$ cat config.mk
export PLATFORM = sky130hd
export DESIGN_NAME = instr_fetch_unit
export DESIGN_NICKNAME = d
export VERILOG_FILES = /design/src/rtl/instr_fetch_unit.sv
export SDC_FILE = /design/constraint.sdc
export NUM_CORES = 1
export LEC_CHECK = 0
export ABC_AREA = 1
export CORE_MARGIN = 2
export CORE_UTILIZATION = 52
export CTS_CLUSTER_DIAMETER = 100
export DETAILED_ROUTE_END_ITERATION = 7
export GPL_TIMING_DRIVEN = 0
export PLACE_DENSITY_LB_ADDON = 0.2
export SLEW_MARGIN = 10
export SYNTH_ARGS = -nofsm -noshare
export SYNTH_HDL_FRONTEND = slang
export SYNTH_SLANG_ARGS = --single-unit
export TNS_END_PERCENT = 20
$ cat constraint.sdc
create_clock -name clk -period 4.8 [get_ports clk]
set_input_delay 0.72 -clock clk [delete_from_list [all_inputs] [get_ports clk]]
set_output_delay 0.72 -clock clk [all_outputs]
set_load 0.05 [all_outputs]
$ cat src/rtl/instr_fetch_unit.sv
// instr_fetch_unit: owns the PC, fetches from a combinational imem and queues {pc, instr} pairs for decode
module instr_fetch_unit #(
   parameter int ADDR_W = 5,
   parameter int DATA_W = 32,
   parameter logic [ADDR_W-1:0] RESET_PC = '0
) (
   input  logic              clk,
   input  logic              rst_n,
   output logic [ADDR_W-1:0] imem_addr,
   input  logic [DATA_W-1:0] imem_data,
   input  logic              halt,
   input  logic              redirect_valid,
   input  logic [ADDR_W-1:0] redirect_pc,
   output logic              out_valid,
   input  logic              out_ready,
   output logic [DATA_W-1:0] out_instr,
   output logic [ADDR_W-1:0] out_pc,
   output logic [1:0]        queue_count
);
   logic [ADDR_W-1:0] pc;
   logic [ADDR_W-1:0] q_pc [2];
   logic [DATA_W-1:0] q_instr [2];
   logic              rd_ptr;
   logic              wr_ptr;
   logic [1:0]        count;
   logic              push;
   logic              pop;
   // Handshake decode; a full queue still takes a fetch when its head leaves this cycle
   always_comb begin
      out_valid   = count != 2'd0;
      pop         = out_valid & out_ready;
      push        = !halt & !redirect_valid & ((count != 2'd2) | pop);
      out_instr   = out_valid ? q_instr[rd_ptr] : '0;
      out_pc      = out_valid ? q_pc[rd_ptr] : '0;
      queue_count = count;
      imem_addr   = pc;
   end
   // PC, pointers and occupancy; redirect flushes the queue and retargets the PC
   always_ff @(posedge clk or negedge rst_n) begin
      if (!rst_n) begin
         pc     <= RESET_PC;
         rd_ptr <= 1'b0;
         wr_ptr <= 1'b0;
         count  <= 2'd0;
      end else if (redirect_valid) begin
         pc     <= redirect_pc;
         rd_ptr <= 1'b0;
         wr_ptr <= 1'b0;
         count  <= 2'd0;
      end else begin
         pc     <= push ? pc + ADDR_W'(1) : pc;
         wr_ptr <= push ? ~wr_ptr : wr_ptr;
         rd_ptr <= pop ? ~rd_ptr : rd_ptr;
         count  <= count + 2'(push) - 2'(pop);
      end
   end
   // Queue storage; stale slots are never visible because the head is gated by count
   always_ff @(posedge clk) begin
      if (push) begin
         q_pc[wr_ptr]    <= pc;
         q_instr[wr_ptr] <= imem_data;
      end
   end
endmodule

After elaboration in Yosys (flattened, before gate mapping)
Memories as Yosys holds them, arrays and structs flattened.
Cells that the tools add are included.
- memory bits (writable): 74
- word-level logic and storage cells: 32
- bits in read-only memories: 0
- latch bits: 0
- flip-flop bits (word level): 9
- output and inout bits: 45
- memories kept: 2
- bits of input ports: 42
- muxes and demuxes: 11
- bitwise operators: 6
- $mul: 0
- shifts and indexed selects: 0
- magnitude comparators: 0
- add/subtract/negate cells: 3
- reduce and logical (&&, ||, !) cells: 5
- divide/modulo/power cells: 0
- equality and inequality tests: 1
- memories (name ; depth ; bits a word ; rd ports ; clocked after Yosys merged registers in ; wr ports ; line ; source):
    q_instr ; 2 ; 32 ; 1 ; 0 ; 1 ; 22 ; logic [DATA_W-1:0] q_instr [2];
    q_pc ; 2 ; 5 ; 1 ; 0 ; 1 ; 21 ; logic [ADDR_W-1:0] q_pc [2];
- operators with widths (operator ; count):
    two-way mux 32 bit ; 1
    two-way mux 5 bit ; 3
    two-way mux 1 bit ; 6
    nonzero test 2 bit ; 3
    adder 5 x 1 -> 5 bit (second input constant) ; 1
    AND 1 bit ; 3
    adder 2 x 1 -> 2 bit ; 1
    zero test 1 bit ; 2
    two-way mux 2 bit ; 1
    != test 2 bit (second input constant) ; 1
    inverter 1 bit ; 2
    subtractor 2 x 1 -> 2 bit ; 1
    OR 1 bit ; 1

Depth between registers and ports, before layout
Gate-level depths: netlist (run 1).
- depth in word-level cells: 7
- mapped depth: 9
- gate-level depth less buffers: 9

Worst setup path after synthesis (run 1)
No wires, ideal clock.
- path type: input port to flip-flop
- start point: input redirect_valid
- end point: memory q_instr[1][0] (enable)
- stages on the path: 4
- arrival: 2.623 ns
- path slack: 1.746 ns
- data required time: 4.369 ns
- setup time: 0.431 ns
- path buffers: 1
- path through: buf_6 > nor2_4 > nand2_4 > nor2_1
- longest elaborated chain between the ends: 5
- ends and longest elaborated chain (what ; line ; source):
    start: declaration ; 12 ; input logic redirect_valid,
    zero test 1 bit ; 32 ; push = !halt & !redirect_valid & ((count != 2'd2) | pop);
    AND 1 bit (2 in a row) ; 32 ;
    two-way mux 1 bit ; 59 ; if (push) begin
    two-way mux 1 bit (not written as such) ; 61 ; q_instr[wr_ptr] <= imem_data;
    end: declaration ; 22 ;
No other way between the ends.

Final worst setup path (run 1)
- start point: register rd_ptr
- end point: output out_pc[1]
- longest elaborated chain between the ends: 2
- ends and longest elaborated chain (what ; line ; source):
    start: declaration ; 23 ; logic rd_ptr;
    start signal: assignment ; 53 ; rd_ptr <= pop ? ~rd_ptr : rd_ptr;
    memory (2 x 5 bit) ; -- ;
    two-way mux 5 bit ; 34 ; out_pc = out_valid ? q_pc[rd_ptr] : '0;
    end: declaration ; 17 ; output logic [ADDR_W-1:0] out_pc,
No other way between the ends.

==> results of run 1 <==
-- cells by family (layout without fill, tap and decap cells) --
logic type                 Yosys count  after routing  share of synthesized area, %
xor gates and xnor gates             2              2                         0.524
DFF                                 83             83                          73.2
adders and majority gates            3              3                          1.12
buffers and inverters               26            129                          4.64
AOI/OAI and AO/OA                   39             39                          5.95
and+or+nand+nor                    119            119                          14.6
-- metal layers --
metal / track usage, % / wire [um] / up-vias
met2: 32.5 / 3430 / 54
met3: 4.33 / 273 / 8
li1: - / - / 1130
met4: 7.92 / 82 / 0
met1: 25.5 / 2780 / 1078
met5: 0 / 0 / -
-- final timing paths --
path | startpoint | to | slack [ns]
setup / recovery | rd_ptr$_DFFE_PN0P_ | out_pc[1] | 1.87
hold / removal | redirect_valid | queue_count[0]$_DFF_PN0_ | 0.58
setup reg to reg | queue_count[0]$_DFF_PN0_ | q_instr[0][23]$_DFFE_PP_ | 3.07
hold reg to reg | imem_addr[4]$_DFFE_PN0P_ | q_pc[1][4]$_DFFE_PP_ | 0.59
max in group asynchronous | rst_n | imem_addr[3]$_DFFE_PN0P_ | 3.81
min in group asynchronous | rst_n | imem_addr[2]$_DFFE_PN0P_ | 0.69
-- layout make-up --
type	instances	area [sq um]	area share, %
tap	77	96.3	2.12
clock inverter	6	66.3	1.46
timing repair buffer	87	906	19.9
inverter	13	48.8	1.07
multi-input combinational	163	754	16.6
clock buffer	10	128	2.80
sequential	83	2450	53.8
buffer	13	106	2.34
-- flip-flops by register name, summed over array words and instances, names as in the netlist --
signal / count
imem_addr: 5
q_pc: 10
q_instr: 64
rd_ptr: 1
queue_count: 2
wr_ptr: 1
-- placed cells by master (no fill, tap or decap), types with 3 or more instances in the layout --
master / synthesis / final
a21oi_1: 37 / 37
buf_2: 4 / 4
buf_4: 4 / 4
buf_6: 5 / 5
clkbuf_8: 0 / 9
clkdlybuf4s50_1: 0 / 85
dfrtp_1: 9 / 9
edfxtp_1: 74 / 74
ha_1: 3 / 3
inv_1: 9 / 9
inv_2: 4 / 4
nand2_1: 94 / 94
nand3_1: 12 / 12
nor2_1: 6 / 5
nor2_4: 1 / 3
-- metrics by stage --
step | total power, W | util [%]
2_1_floorplan | 0.00162 | -
3_3_place_gp | 0.00196 | 68.4
3_5_place_dp | 0.00199 | 69.4
4_1_cts | 0.00247 | 72.5
5_1_grt | 0.00257 | 72.5
6_report | 0.00245 | 72.5
-- worst max-delay path, cell delays in order, from the launching register on --
cell and delay, ns:
dfrtp_1 0.41, inv_2 0.06, buf_4 0.16, buf_4 0.18, nand2_1 0.06, a21oi_1 0.17, clkdlybuf4s50_1 0.84
-- power by group --
group,internal (W),total [W],leakage [nW],switching [W]
Clock,0.000241,0.000483,0.0901,0.000243
Sequential,0.000855,0.000892,0.792,0.0000366
Combinational,0.000350,0.00107,0.818,0.000719
==> impl_metrics.csv, run 1 <==
group,metric,value,unit
drt,num_vias,2270,
global_route,grt.overflow.total,0,
logic_synthesis,syn_inst,272,
logic_synthesis,synth-seq-cells,83,
place,post_dp_cell_area,4360,sq um
pwr,cellPowerDensity,537,nW/um^2
floorplanning,core.rowCount,29,
logic_synthesis,synth_nets,317,
cells_and_area,drive_gt1_share,10.4,%
timing,setup_viol,0,
clock_network,tritoncts,"done",
cells_and_area,areaGrowthSynthToFinish,36.1,%
worst_setup_path,r2r_cells,5,
timing,worst_pin_slew,0.550,ns
drt,drtPass1Iterations,4,
timing,slew-limit-headroom,63.3,%
place,dp_hpwl,4500,um
cells_and_area,diodes,0,
timing,rsz0062_at_grt,"no",
timing,finalMaxSlewViolations,0,
place,place_ws,2.23,ns
timing,fin_crit,2.93,ns
logic_synthesis,synth_ff_type,"edfxtp_1",
logic_synthesis,synth.distinct_cells,20,
pwr,vdd_drop_max,0.293,mV
global_route,grt_usage,19.6,%
timing,whs,0.575,ns
worst_setup_path,cp-end-kind,"primary output",
worst_setup_path,critPathKind,"reg2out",
run,max_cap_viol_count,0,
cells_and_area,instances_no_fill,452,
worst_setup_path,cp_max_fo,10,
place,io_buffers,85,
pwr,leakage,1.70,nW
floorplanning,core,6280,sq um
clock_network,post-cts-setup-buffer-count,0,
hold_path,hold-path-cell-count,2,
floorplanning,die-area,7090,sq um
cells_and_area,nets,415,
worst_setup_path,cp.arrival,2.21,ns
logic_synthesis,synth_common_cells,"94 x nand2_1, 74 x edfxtp_1, 37 x a21oi_1",
global_route,grt_pass1_wl,10700,um
timing,fin_tns_setup,0,ns
cells_and_area,nFillCells,442,
logic_synthesis,ys_top_cells_by_area,"edfxtp_1 66%, nand2_1 11%, dfrtp_1 6.7%",
worst_setup_path,worstPathRequired,4.08,ns
clock_network,clk_latency,0.34,ns
floorplanning,die_h,84.2,um
worst_setup_path,start_kind,"flop",
clock_network,clockBufferDepth,2,
drt,ant_nets,0,
clock_network,cts_hold_buf,0,
global_route,grt_antenna_before_repair,0,
place,dp.cells,436,
drt,drc,0,
logic_synthesis,yosysSeqAreaShare,73.2,%
logic_synthesis,synthArstFlopShare,10.8,%
timing,setup_slack,1.87,ns
run_status,status,"finished, final reports clean",
floorplanning,ioPinCount,87,
timing,hold_viol,0,
floorplanning,initial_core_util,53.3,%
global_route,first_global_vias,2227,
drt,via_per_inst,5.02,
drt,post_drt_wl_per_cell,14.5,um
global_route,grt_max_degree,24,
logic_synthesis,ys_warn_count,0,
hold_path,hold_class,"in2reg",
logic_synthesis,syn_area,3340,sq um
timing,skew,0.00512,ns
logic_synthesis,synth_edf_count,74,
logic_synthesis,yosysMostFrequentCell,"nand2_1",
clock_network,clkSlewWorstSetupHoldPaths,0.08,ns
logic_synthesis,syn_avg_cell_area,12.3,sq um
clock_network,cts_num_sinks,83,
timing,period_share,61.0,%
logic_synthesis,synth_top_area_share,66.4,%
clock_network,postCtsResizedCells,0,
cells_and_area,stdcell_area,4550,sq um
clock_network,htree_levels,3,
place,gp_congestion,0.765,
drt,wl,6560,um
timing,clock.fmax,0.341,GHz
logic_synthesis,synth_top_area_cell,"edfxtp_1",
drt,drt_iter0_markers,81,
clock_network,numCtsBuffers,9,
floorplanning,die_w,84.2,um
clock_network,root_buffer,"clkbuf_8",
No activity file was read; power rests on OpenSTA's default activity.
==> run 2, diff against run 1 <==
--- a/config.mk
+++ b/config.mk
@@ -7,7 +7,7 @@
 export LEC_CHECK = 0
 export ABC_AREA = 1
 export CORE_MARGIN = 2
-export CORE_UTILIZATION = 52
+export CORE_UTILIZATION = 48
 export CTS_CLUSTER_DIAMETER = 100
 export DETAILED_ROUTE_END_ITERATION = 7
 export GPL_TIMING_DRIVEN = 0
==> constraint.sdc (replaced) <==
create_clock -name clk -period 2.77 [get_ports clk]
set_input_delay 0.4155 -clock clk [delete_from_list [all_inputs] [get_ports clk]]
set_output_delay 0.4155 -clock clk [all_outputs]
set_load 0.05 [all_outputs]
==> run 2 against run 1 <==
Compared with the run above: clock power up 75%; critical endpoint is now out_pc[2]; largest power group unchanged; register-to-register slack worse by 2.0 ns; worst hold slack worse by 0.32 ns; final cell count up 0.66%; non-clock buffer count unchanged; via count up 0.84%; clock skew up 0.0025 ns; critical path type unchanged.
==> impl_metrics.csv, run 2 (synthesis gave the netlist of run 1 again) <==
group,metric,value,unit
drt,drtPass1Iterations,4,
hold_path,hold_class,"in2reg",
cells_and_area,layout_common_cells,"94 x nand2_1, 85 x clkdlybuf4s50_1, 74 x edfxtp_1, 37 x a21oi_1, 12 x nand3_1",
clock_network,tritoncts,"done",
floorplanning,initial_core_util,49.5,%
timing,setup_viol,0,
global_route,grt_pass1_wl,10700,um
run_status,status,"finished, final reports clean",
worst_setup_path,crit_buf_inv,4,
cells_and_area,diodes,0,
floorplanning,core.rowCount,30,
cells_and_area,areaGrowthSynthToFinish,35.8,%
worst_setup_path,timing.critical_path.mode_cell,"buf_4",
timing,setup_slack,0.133,ns
floorplanning,die-area,7650,sq um
global_route,grt_usage,18.8,%
pwr,cellPowerDensity,934,nW/um^2
timing,clock.fmax,0.379,GHz
timing,rsz0062_at_grt,"no",
worst_setup_path,cp-end-kind,"primary output",
clock_network,cts_num_sinks,83,
drt,post_drt_wl_per_cell,14.7,um
cells_and_area,fin_util,67.2,%
clock_network,clkSlewWorstSetupHoldPaths,0.09,ns
worst_setup_path,cp.arrival,2.22,ns
place,io_buffers,85,
timing,finalMaxSlewViolations,0,
floorplanning,die_h,87.5,um
clock_network,numCtsBuffers,9,
global_route,grt_max_degree,25,
cells_and_area,layout_commonest_cell,"nand2_1",
worst_setup_path,cp_max_fo,10,
worst_setup_path,worstPathRequired,2.35,ns
pwr,vdd_drop_max,0.520,mV
worst_setup_path,cp_top_family,"buffers and inverters",
timing,worst_pin_slew,0.525,ns
floorplanning,die_w,87.5,um
place,place_ws,0.492,ns
timing,slew-limit-headroom,64.9,%
global_route,grt.overflow.total,0,
worst_setup_path,cpPeakStageDelay,0.83,ns
global_route,use_met3,4.55,%
drt,num_vias,2289,
worst_setup_path,cpMaxStageDelayCell,"clkdlybuf4s50_1",
global_route,grt.met1_usage,23.0,%
floorplanning,ioPinCount,87,
run,max_cap_viol_count,0,
cells_and_area,drive_gt1_share,10.4,%
worst_setup_path,start_kind,"flop",
place,dp.cells,439,
drt,via_per_inst,5.03,
pwr,leakage,1.69,nW
cells_and_area,nFillCells,496,
drt,ant_nets,0,
clock_network,htree_levels,3,
cells_and_area,instances_no_fill,455,
drt,wl,6690,um
clock_network,postCtsResizedCells,0,
clock_network,post-cts-setup-buffer-count,0,
timing,hold_viol,0,
place,gp_congestion,0.800,
timing,skew,0.00765,ns
floorplanning,core,6760,sq um
worst_setup_path,crit_path_cell_trace,"inv_2 > buf_4 > buf_4 > nand2_1 > a21oi_1 > clkdlybuf4s50_1",
clock_network,clockBufferDepth,2,
timing,fin_crit,2.64,ns
global_route,met2_usage,32.0,%
global_route,grt_antenna_before_repair,0,
place,dp_hpwl,4470,um
cells_and_area,nets,415,
cells_and_area,largest_register_ffs,64,
cells_and_area,top_register,"q_instr",
drt,drc,0,
timing,period_share,95.2,%
pwr,total_power,0.00424,W
worst_setup_path,critPathKind,"reg2out",
clock_network,cts_hold_buf,0,
global_route,first_global_vias,2324,
clock_network,clk_latency,0.35,ns
drt,drt_iter0_markers,111,
global_route,grt_busiest_layer,"met2",
clock_network,root_buffer,"clkbuf_8",
==> run 2: cell count changes in the layout (fill, tap and decap cells not counted) <==
cell,previous run,this run
inv_6,0,1
clkinvlp_4,2,3
buf_12,0,2
buf_16,2,0
clkinv_4,2,0
==> run 2: final cells by class <==
type / instances / area (sq um) / share of cell area, %
buffer: 13 / 106 / 2.34
timing repair buffer: 87 / 891 / 19.6
clock inverter: 6 / 65.1 / 1.43
inverter: 13 / 48.8 / 1.07
multi-input combinational: 163 / 754 / 16.6
tap: 80 / 100 / 2.20
sequential: 83 / 2450 / 53.9
clock buffer: 10 / 128 / 2.81
==> run 2: layer usage <==
metal	vias to the layer above	routed length, um
met5	-	0
met4	0	116
met3	10	352
met2	65	3440
met1	1083	2780
li1	1131	-
==> run 2: worst reg2reg max path, delay by kind of cell, from the launching register on <==
| kind | cells | cell delay (ns) |
|---|---|---|
| buffers and inverters | 2 | 0.31 |
| flip-flops | 1 | 0.43 |
| AND/OR/NAND/NOR | 3 | 0.64 |
==> run 2: worst paths after layout <==
| path | startpoint | to | slack [ns] | cells after the start |
|---|---|---|---|---|
| setup / recovery | rd_ptr$_DFFE_PN0P_ | out_pc[2] | 0.13 | 6 |
| hold / removal | redirect_valid | queue_count[0]$_DFF_PN0_ | 0.25 | 2 |
| setup reg to reg | queue_count[0]$_DFF_PN0_ | q_instr[0][17]$_DFFE_PP_ | 1.07 | 5 |
| hold reg to reg | imem_addr[4]$_DFFE_PN0P_ | q_pc[0][4]$_DFFE_PP_ | 0.59 | 0 |
| max in group asynchronous | rst_n | imem_addr[2]$_DFFE_PN0P_ | 2.10 | 1 |
| min in group asynchronous | rst_n | imem_addr[3]$_DFFE_PN0P_ | 0.37 | 1 |
==> run 2: through the flow <==
| stage | area [sq um] | setup TNS, ns | hold WS, ns |
|---|---|---|---|
| 3_3_place_gp | 4300 | -25.50 | 0.553 |
| 6_report | 4540 | 0 | 0.254 |
| 5_1_grt | 4540 | 0 | 0.250 |
| 3_5_place_dp | 4350 | 0 | 0.567 |
| 2_1_floorplan | 3350 | 0 | 0.120 |
| 4_1_cts | 4540 | 0 | 0.248 |
==> run 2: power breakdown <==
| group | switching (W) | leakage, nW | internal [W] | total (W) |
|---|---|---|---|---|
| clock network | 0.000429 | 0.0866 | 0.000417 | 0.000845 |
| registers | 0.0000633 | 0.792 | 0.00148 | 0.00155 |
| logic | 0.00124 | 0.812 | 0.000604 | 0.00185 |
==> run 3, diff against run 2 <==
--- a/config.mk
+++ b/config.mk
@@ -7,7 +7,8 @@
 export LEC_CHECK = 0
 export ABC_AREA = 1
 export CORE_MARGIN = 2
-export CORE_UTILIZATION = 48
+export CORE_UTILIZATION = 35
+export CTS_BUF_LIST = sky130_fd_sc_hd__clkbuf_8
 export CTS_CLUSTER_DIAMETER = 100
 export DETAILED_ROUTE_END_ITERATION = 7
 export GPL_TIMING_DRIVEN = 0
==> run 3 against run 2 <==
Compared with the run above: die area is 35% higher; setup slack got worse by 0.039 ns; wire length increased by 6.1%; fmax down 1.5%; clock power shrank 3.7%; clock-buffer cell count decreased by 1; critical endpoint is now out_pc[3]; highest routed layer unchanged.
==> impl_metrics.csv, run 3 (synthesis gave the netlist of run 1 again) <==
group,metric,value,unit
floorplanning,initial_core_util,36.2,%
global_route,grt_antenna_before_repair,0,
timing,rsz0062_at_grt,"no",
place,place_ws,0.448,ns
clock_network,clkSlewWorstSetupHoldPaths,0.07,ns
drt,via_per_inst,4.48,
clock_network,htree_levels,3,
drt,drtPass1Iterations,4,
cells_and_area,drive_gt1_share,10.1,%
timing,finalMaxSlewViolations,0,
timing,fin_tns_setup,0,ns
run_status,status,"finished, final reports clean",
run,max_cap_viol_count,0,
drt,drc,0,
clock_network,clockBufferDepth,2,
cells_and_area,areaGrowthSynthToFinish,37.7,%
worst_setup_path,critPathKind,"reg2out",
place,io_buffers,85,
clock_network,post-cts-setup-buffer-count,0,
worst_setup_path,cp_max_fo,10,
place,dp_hpwl,4790,um
global_route,grt_usage,14.6,%
clock_network,clk_latency,0.35,ns
cells_and_area,diodes,0,
global_route,first_global_vias,2269,
timing,clock.fmax,0.374,GHz
timing,period_share,96.6,%
floorplanning,core,9240,sq um
timing,fin_crit,2.68,ns
floorplanning,die-area,10400,sq um
cells_and_area,layout_common_cells,"94 x nand2_1, 83 x clkdlybuf4s50_1, 74 x edfxtp_1, 37 x a21oi_1, 12 x nand3_1",
cells_and_area,largest_register_ffs,64,
timing,worst_pin_slew,0.624,ns
pwr,vdd_drop_max,0.333,mV
worst_setup_path,start_kind,"flop",
place,gp_congestion,0.786,
timing,slew-limit-headroom,58.3,%
floorplanning,die_h,102,um
drt,drt_iter0_markers,45,
place,post_dp_cell_area,4420,sq um
clock_network,cts_num_sinks,83,
global_route,grt_max_degree,27,
worst_setup_path,cp.arrival,2.26,ns
cells_and_area,layout_commonest_cell,"nand2_1",
clock_network,tritoncts,"done",
floorplanning,core.rowCount,35,
global_route,grt_pass1_wl,11200,um
floorplanning,ioPinCount,87,
cells_and_area,top_register,"q_instr",
cells_and_area,stdcell_area,4610,sq um
floorplanning,die_w,102,um
pwr,total_power,0.00423,W
clock_network,numCtsBuffers,9,
timing,setup_slack,0.0942,ns
global_route,grt.overflow.total,0,
drt,post_drt_wl_per_cell,14.1,um
clock_network,root_buffer,"clkbuf_8",
timing,skew,0.0154,ns
pwr,cellPowerDensity,919,nW/um^2
drt,wl,7100,um
timing,setup_viol,0,
drt,ant_nets,0,
cells_and_area,nets,415,
worst_setup_path,worstPathRequired,2.35,ns
worst_setup_path,cp-end-kind,"primary output",
pwr,leakage,1.73,nW
drt,num_vias,2260,
timing,hold_viol,0,
hold_path,hold_class,"in2reg",
run 3: cell type report:
class,instances,area [sq um]
timing repair buffer,87,903
sequential,83,2450
inverter,13,48.8
multi-input combinational,163,754
fill,844,4630
buffer,13,106
tap,129,161
clock inverter,7,61.3
clock buffer,9,124
run 3: routing by layer:
| layer | GRT usage, % | up-vias | share of wire [%] |
|---|---|---|---|
| met3 | 4.49 | 7 | 4.5 |
| met1 | 17.8 | 1069 | 44 |
| met4 | 5.30 | 0 | 0.89 |
| li1 | - | 1131 | - |
| met5 | 0 | - | 0 |
| met2 | 24.5 | 53 | 51 |
run 3: stage by stage:
| stage | util, % | instances | hold slack, ns |
|---|---|---|---|
| final | 49.9 | 504 | 0.279 |
| after global routing | 49.9 | 504 | 0.263 |
| after CTS | 49.8 | 504 | 0.261 |
| after detailed placement | 47.8 | 488 | 0.597 |
| after global placement | 47.2 | 486 | 0.566 |
| after floorplan | - | 272 | 0.120 |
run 3: critical path: stages (launching register included):
cell	delay (ns)
dfrtp_1	0.41
inv_2	0.06
buf_4	0.17
buf_4	0.20
nand2_1	0.07
a21oi_1	0.18
clkdlybuf4s50_1	0.84
run 3: where the power goes:
| group | switching, W | internal, W | total (W) | leakage, nW |
|---|---|---|---|---|
| registers | 0.0000634 | 0.00148 | 0.00155 | 0.792 |
| clock network | 0.000408 | 0.000406 | 0.000814 | 0.0953 |
| logic | 0.00127 | 0.000605 | 0.00187 | 0.847 |
| total | 0.00174 | 0.00249 | 0.00423 | 1.73 |
run 3: final timing paths:
check,startpoint,to,slack (ns),cells after the start
worst max-delay path,rd_ptr$_DFFE_PN0P_,out_pc[3],0.09,6
worst min-delay path,redirect_valid,queue_count[0]$_DFF_PN0_,0.28,2
worst max register to register,queue_count[1]$_DFF_PN0_,q_instr[0][21]$_DFFE_PP_,1.01,4
worst min register to register,imem_addr[1]$_DFFE_PN0P_,q_pc[0][1]$_DFFE_PP_,0.61,0
max in group asynchronous,rst_n,queue_count[0]$_DFF_PN0_,2.10,1
min in group asynchronous,rst_n,imem_addr[0]$_DFFE_PN0P_,0.38,1
run 3: repair_timing:
action / in CTS / in global routing
endpoints found under the setup margin: 0 / 2
hold buffers: 0 / 0
resized for setup: 0 / 2
